## src/rtl/seg7_scan_ctrl.sv

```systemverilog
// Scan scheduler and serial 74HC595 driver for a multi-digit 7-segment Pmod.
// Each digit slot shifts one {seg,sel} frame MSB first, then pulses the latch.

module seg7_digit_reg (
  input  logic       GCLK,
  input  logic       rst_n,
  input  logic       we,
  input  logic [4:0] d,
  output logic [4:0] q
);
  always_ff @(posedge GCLK or negedge rst_n) begin
    if (!rst_n)  q <= 5'b1_0000;
    else if (we) q <= d;
  end
endmodule

module seg7_scan_ctrl #(
  parameter  int NUM_DIGITS   = 4,
  parameter  int CLK_DIV      = 8,
  parameter  int REFRESH_DIV  = 50000,
  parameter  int COMMON_ANODE = 1,
  localparam int DW           = (NUM_DIGITS > 1) ? $clog2(NUM_DIGITS) : 1
) (
  input  logic                  GCLK,
  input  logic                  rst_n,
  input  logic                  wr_en,
  input  logic [DW-1:0]         wr_idx,
  input  logic [4:0]            wr_data,
  input  logic [NUM_DIGITS-1:0] dp_mask,
  output logic                  busy,
  output logic [DW-1:0]         digit_idx,
  output logic                  clockPin,
  output logic                  dataPin,
  output logic                  latchPin
);
  localparam int RW = (REFRESH_DIV > 1) ? $clog2(REFRESH_DIV) : 1;
  localparam int CW = (CLK_DIV > 1) ? $clog2(CLK_DIV) : 1;

  localparam logic [2:0] S_IDLE  = 3'd0;
  localparam logic [2:0] S_LOAD  = 3'd1;
  localparam logic [2:0] S_SHLO  = 3'd2;
  localparam logic [2:0] S_SHHI  = 3'd3;
  localparam logic [2:0] S_LATCH = 3'd4;

  if (NUM_DIGITS < 1 || NUM_DIGITS > 8) begin : g_bad_nd
    $error("seg7_scan_ctrl: NUM_DIGITS must be 1..8");
  end
  if (CLK_DIV < 1) begin : g_bad_div
    $error("seg7_scan_ctrl: CLK_DIV must be >= 1");
  end
  // A slot must hold a whole frame plus margin, so at most one tick lands per frame.
  if (REFRESH_DIV <= 33*CLK_DIV + 4) begin : g_bad_refresh
    $error("seg7_scan_ctrl: REFRESH_DIV too small for one frame");
  end

  logic [NUM_DIGITS-1:0][4:0] digit_q;

  for (genvar i = 0; i < NUM_DIGITS; i++) begin : g_dig
    seg7_digit_reg u_reg (
      .GCLK  (GCLK),
      .rst_n (rst_n),
      .we    (wr_en && (wr_idx == DW'(i))),
      .d     (wr_data),
      .q     (digit_q[i])
    );
  end

  function automatic logic [6:0] hex_seg(input logic [3:0] h);
    case (h)
      4'h0: hex_seg = 7'h3F;  4'h1: hex_seg = 7'h06;
      4'h2: hex_seg = 7'h5B;  4'h3: hex_seg = 7'h4F;
      4'h4: hex_seg = 7'h66;  4'h5: hex_seg = 7'h6D;
      4'h6: hex_seg = 7'h7D;  4'h7: hex_seg = 7'h07;
      4'h8: hex_seg = 7'h7F;  4'h9: hex_seg = 7'h6F;
      4'hA: hex_seg = 7'h77;  4'hB: hex_seg = 7'h7C;
      4'hC: hex_seg = 7'h39;  4'hD: hex_seg = 7'h5E;
      4'hE: hex_seg = 7'h79;  default: hex_seg = 7'h71;
    endcase
  endfunction

  logic [4:0]  cur;
  logic [7:0]  seg, seg_wire, sel;
  logic [15:0] frame;

  always_comb begin
    cur      = digit_q[digit_idx];
    seg      = cur[4] ? 8'h00 : {dp_mask[digit_idx], hex_seg(cur[3:0])};
    seg_wire = (COMMON_ANODE != 0) ? ~seg : seg;
    sel      = 8'd1 << digit_idx;
    frame    = {seg_wire, sel};
  end

  logic [RW-1:0] rcnt;
  logic          tick;

  assign tick = (rcnt == RW'(REFRESH_DIV - 1));

  always_ff @(posedge GCLK or negedge rst_n) begin
    if (!rst_n)    rcnt <= '0;
    else if (tick) rcnt <= '0;
    else           rcnt <= rcnt + 1'b1;
  end

  logic [2:0]    state;
  logic          pend;
  logic [CW-1:0] dcnt;
  logic [3:0]    nbits;
  logic [15:0]   sh;
  logic          div_done;
  logic [DW-1:0] idx_nxt;

  assign div_done = (dcnt == CW'(CLK_DIV - 1));
  assign idx_nxt  = (digit_idx == DW'(NUM_DIGITS - 1)) ? '0 : digit_idx + 1'b1;
  assign busy     = (state != S_IDLE);

  always_ff @(posedge GCLK or negedge rst_n) begin
    if (!rst_n) begin
      state     <= S_IDLE;
      pend      <= 1'b0;
      dcnt      <= '0;
      nbits     <= '0;
      sh        <= '0;
      clockPin  <= 1'b0;
      dataPin   <= 1'b0;
      latchPin  <= 1'b0;
      digit_idx <= '0;
    end else begin
      // A tick during a frame is remembered once and serviced on return to IDLE.
      if (tick && state != S_IDLE) pend <= 1'b1;
      case (state)
        S_IDLE: begin
          if (tick || pend) begin
            state    <= S_LOAD;
            pend     <= 1'b0;
            sh       <= frame;
            nbits    <= 4'd15;
            clockPin <= 1'b0;
            dataPin  <= frame[15];
            dcnt     <= '0;
          end
        end
        S_LOAD: begin
          state <= S_SHLO;
          dcnt  <= '0;
        end
        S_SHLO: begin
          if (div_done) begin
            dcnt     <= '0;
            clockPin <= 1'b1;
            state    <= S_SHHI;
          end else begin
            dcnt <= dcnt + 1'b1;
          end
        end
        S_SHHI: begin
          if (div_done) begin
            dcnt     <= '0;
            clockPin <= 1'b0;
            if (nbits == 4'd0) begin
              state    <= S_LATCH;
              latchPin <= 1'b1;
              dataPin  <= 1'b0;
            end else begin
              // Next bit changes together with the falling clock edge.
              nbits   <= nbits - 1'b1;
              sh      <= {sh[14:0], 1'b0};
              dataPin <= sh[14];
              state   <= S_SHLO;
            end
          end else begin
            dcnt <= dcnt + 1'b1;
          end
        end
        S_LATCH: begin
          if (div_done) begin
            dcnt      <= '0;
            latchPin  <= 1'b0;
            digit_idx <= idx_nxt;
            state     <= S_IDLE;
          end else begin
            dcnt <= dcnt + 1'b1;
          end
        end
        default: begin
          state    <= S_IDLE;
          clockPin <= 1'b0;
          dataPin  <= 1'b0;
          latchPin <= 1'b0;
        end
      endcase
    end
  end

endmodule

```

## config.mk

```make
export PLATFORM = sky130hd
export DESIGN_NAME = seg7_scan_ctrl
export DESIGN_NICKNAME = d
export VERILOG_FILES = /design/src/rtl/seg7_scan_ctrl.sv
export SDC_FILE = /design/constraint.sdc
export NUM_CORES = 1
export LEC_CHECK = 0
export ABC_CLOCK_PERIOD_IN_PS = 2760
export CAP_MARGIN = 20
export CORE_UTILIZATION = 40
export CTS_CLUSTER_DIAMETER = 50
export DETAILED_ROUTE_END_ITERATION = 16
export SYNTH_ARGS = -nofsm -noshare
export SYNTH_HDL_FRONTEND = slang
export SYNTH_SLANG_ARGS = --single-unit
```

## constraint.sdc

```tcl
create_clock -name GCLK -period 2.76 [get_ports GCLK]
set_input_delay 0.69 -clock GCLK [delete_from_list [all_inputs] [get_ports GCLK]]
set_output_delay 0.69 -clock GCLK [all_outputs]
set_load 0.01 [all_outputs]
```

==> results.cfg <==
[run_status]
status = completed

[synthesis]
synth_edf_count = 0
syn_nets = 355
ys_warn_count = 0
yosysSeqAreaShare_pct = 44.4
postSynth.asyncResetShare_pct = 100
synth_cells = 327
ys_ff_latch = 67
synth_area_mm2 = 0.00378
synth_cell_type_count = 60
synth-main-ff-cell = dfrtp_1
syn_area_per_cell_um2 = 11.6

[worst_setup_path]
cp.arrival_ps = 1780
crit_slowest_cell = dfrtp_1
crit_path_end_kind = primary output
crit_start = state[0]
required_ps = 2070
worst-setup-path-type = reg2out
rrSetupSlack_ps = 440
r2r_start = nbits[0]
crit_path_start_kind = flop
crit_chain = nor3_4 -> inv_1 -> clkdlybuf4s50_1
r2r_cells = 6
r2r_end = sh[3]
critPathMaxStageDelay_ps = 620
path_max_fanout = 13

[sta]
final.setup_skew_ps = 8.96
setup_viol = 0
tns_ps = 0
hold_viol_final = 0
period_share_pct = 89.4
rsz0062_at_grt = no
max-slew-margin-rel_pct = 63.2
fmax_mhz = 405
worst_slew_pin_slew_ps = 539
finalCriticalPeriod_ps = 2470
final_max_slew_viol_count = 0

[die]
fp.coreArea_mm2 = 0.00920
dieArea_mm2 = 0.00985
start_util_pct = 41.1
ios = 20
die_h_um = 99.3
die_w_um = 99.3
rows = 35

[worst_hold_path]
hold_class = in2async

[placement]
dpl_cell_area_mm2 = 0.00410
io_buffers = 19
dpl.hpwl_um = 5280
globalplace.congestion = 0.804

[clock_tree]
cts_max_level = 3
numCtsBuffers = 9
clock_latency_ps = 350
post_cts_buffers = 0
root_buffer = clkbuf_8
hold_buffers = 0
clockBufferDepth = 2
cts_tree = done
clock-sinks = 67
cts_resized = 0
clkSlewWorstSetupHoldPaths_ps = 70

[global_route]
antenna_found_initial = 0
grt_usage_pct = 16.7
grt.overflow.total = 0
grt_pass1_wl_um = 12800
grt_pass1_vias = 2613
grt_max_degree = 48

[cells_and_area]
stdcell_area_mm2 = 0.00427
syn_to_final_growth_pct = 12.9
nets = 378
n_antenna_cell = 0
drive_gt1_share_pct = 20.8

[routing]
drc = 0
final_antenna_net_count = 0
post_drt_wl_per_cell_um = 15.8
via_per_inst = 5.43
routed_wirelength_um = 7380
dr_total_vias = 2530
drt-pass1-iter-count = 4
drt_iter0_drc = 98

[job]
cap_violations = 0

[power_and_ir_drop]
pwr_density_cell_mw_per_mm2 = 504
vdd_ir_drop_max_uv = 296
p_leak_nw = 1.88
-- logic make-up (layout without fill, tap and decap cells) --
group | after synthesis | in the layout | share of synthesized area [%]
adders and majority gates | 14 | 14 | 4.63
and+or+nand+nor | 90 | 90 | 13.6
AOI/OAI and AO/OA | 58 | 58 | 13.0
buffers and inverters | 37 | 65 | 4.53
muxes | 43 | 43 | 15.6
xor gates and xnor gates | 18 | 18 | 4.17
DFF | 67 | 67 | 44.4
-- synth_stat cells, types with 3 or more instances --
| library cell | n | area [um^2] |
|---|---|---|
| dfrtp_1 | 63 | 1580 |
| mux2_2 | 28 | 315 |
| inv_1 | 21 | 78.8 |
| nor2_1 | 20 | 75.1 |
| nand2_1 | 17 | 63.8 |
| ha_1 | 14 | 175 |
| xor2_1 | 11 | 96.3 |
| nand3_1 | 10 | 50.1 |
| a21oi_1 | 8 | 40.0 |
| mux4_2 | 7 | 158 |
| xnor2_1 | 7 | 61.3 |
| a2111oi_0 | 6 | 52.6 |
| a22o_1 | 6 | 52.6 |
| clkbuf_1 | 6 | 22.5 |
| nor2b_1 | 6 | 37.5 |
| nor3_1 | 6 | 30.0 |
| a221oi_1 | 5 | 43.8 |
| buf_2 | 5 | 25.0 |
| mux2i_1 | 5 | 50.1 |
| a221o_1 | 4 | 40.0 |
| and3_1 | 4 | 25.0 |
| dfstp_2 | 4 | 105 |
| nand2b_1 | 4 | 25.0 |
| o21ai_0 | 4 | 20.0 |
| a21o_1 | 3 | 22.5 |
| buf_4 | 3 | 22.5 |
| nand3b_1 | 3 | 22.5 |
| nand4_1 | 3 | 18.8 |
| nor3b_1 | 3 | 22.5 |
-- worst max-delay path, delay by kind of cell (launching register included) --
family                 cells  cell delay (ps)
buffers and inverters      2              720
flip-flops                 1              620
AND/OR/NAND/NOR            1               90
-- worst max path at each step --
stage               endpoint  slack [ps]  depth (start not counted)
finish                  busy         290                          3
global route            busy         200                          3
CTS                     busy         280                          3
detailed placement    sh[11]         420                          8
global placement      sh[11]         490                          8
floorplan             sh[13]         560                          7
-- routing by layer --
metal / track usage [%] / share of wire, % / up-vias
met4: 6.00 / 1.7 / 0
met5: 0 / 0 / -
met3: 4.22 / 3.0 / 8
met1: 21.7 / 48 / 1227
li1: - / - / 1251
met2: 27.0 / 47 / 44
-- report_power, final --
group | switching [mW] | internal, mW | leakage, nW
Combinational | 0.141 | 0.175 | 0.916
Sequential | 0.0488 | 1.05 | 0.874
Clock | 0.368 | 0.375 | 0.0867
Total | 0.557 | 1.60 | 1.88
-- registers in the layout (all words and copies together) (netlist names), 2 cells and up --
signal and cells:
state 3, g_dig.u_reg.q 20, rcnt 16, sh 15, dcnt 3, nbits 4
digit_idx 2
-- final cells by class --
type                            count  area, um^2
Timing Repair Buffer               28         265
Sequential cell                    67        1680
Clock inverter                      2        12.5
Tap cell                          111         139
Inverter                           21        78.8
Fill cell                         877        4930
Clock buffer                       14         163
Multi-Input combinational cell    223        1930
-- cell usage in the layout, fill, tap and decap left out, types with 3 or more instances in the layout --
cell type	instances
a2111oi_0	6
a21o_1	3
a21oi_1	8
a221o_1	4
a221oi_1	5
a22o_1	6
and3_1	4
buf_4	8
clkbuf_1	3
clkbuf_8	11
clkdlybuf4s50_1	18
dfrtp_1	63
dfstp_2	4
ha_1	14
inv_1	21
mux2_2	28
mux2i_1	5
mux4_2	7
nand2_1	17
nand2b_1	4
nand3_1	10
nand3b_1	3
nand4_1	3
nor2_1	20
nor2b_1	6
nor3_1	6
nor3b_1	3
o21ai_0	4
xnor2_1	7
xor2_1	11
-- metrics by stage --
step                      cells  power (mW)  hold WS (ps)  utilization, %  worst slack [ps]
final                       466        2.15           306            46.4               292
after global placement      450        1.42           477            44.5               485
after global routing        466        2.27           335            46.4               196
after CTS                   466        2.19           312            46.4               276
after floorplan             327        1.33           394               -               557
after detailed placement    450        1.43           484            44.5               417
(Power assumes the default switching activity.)
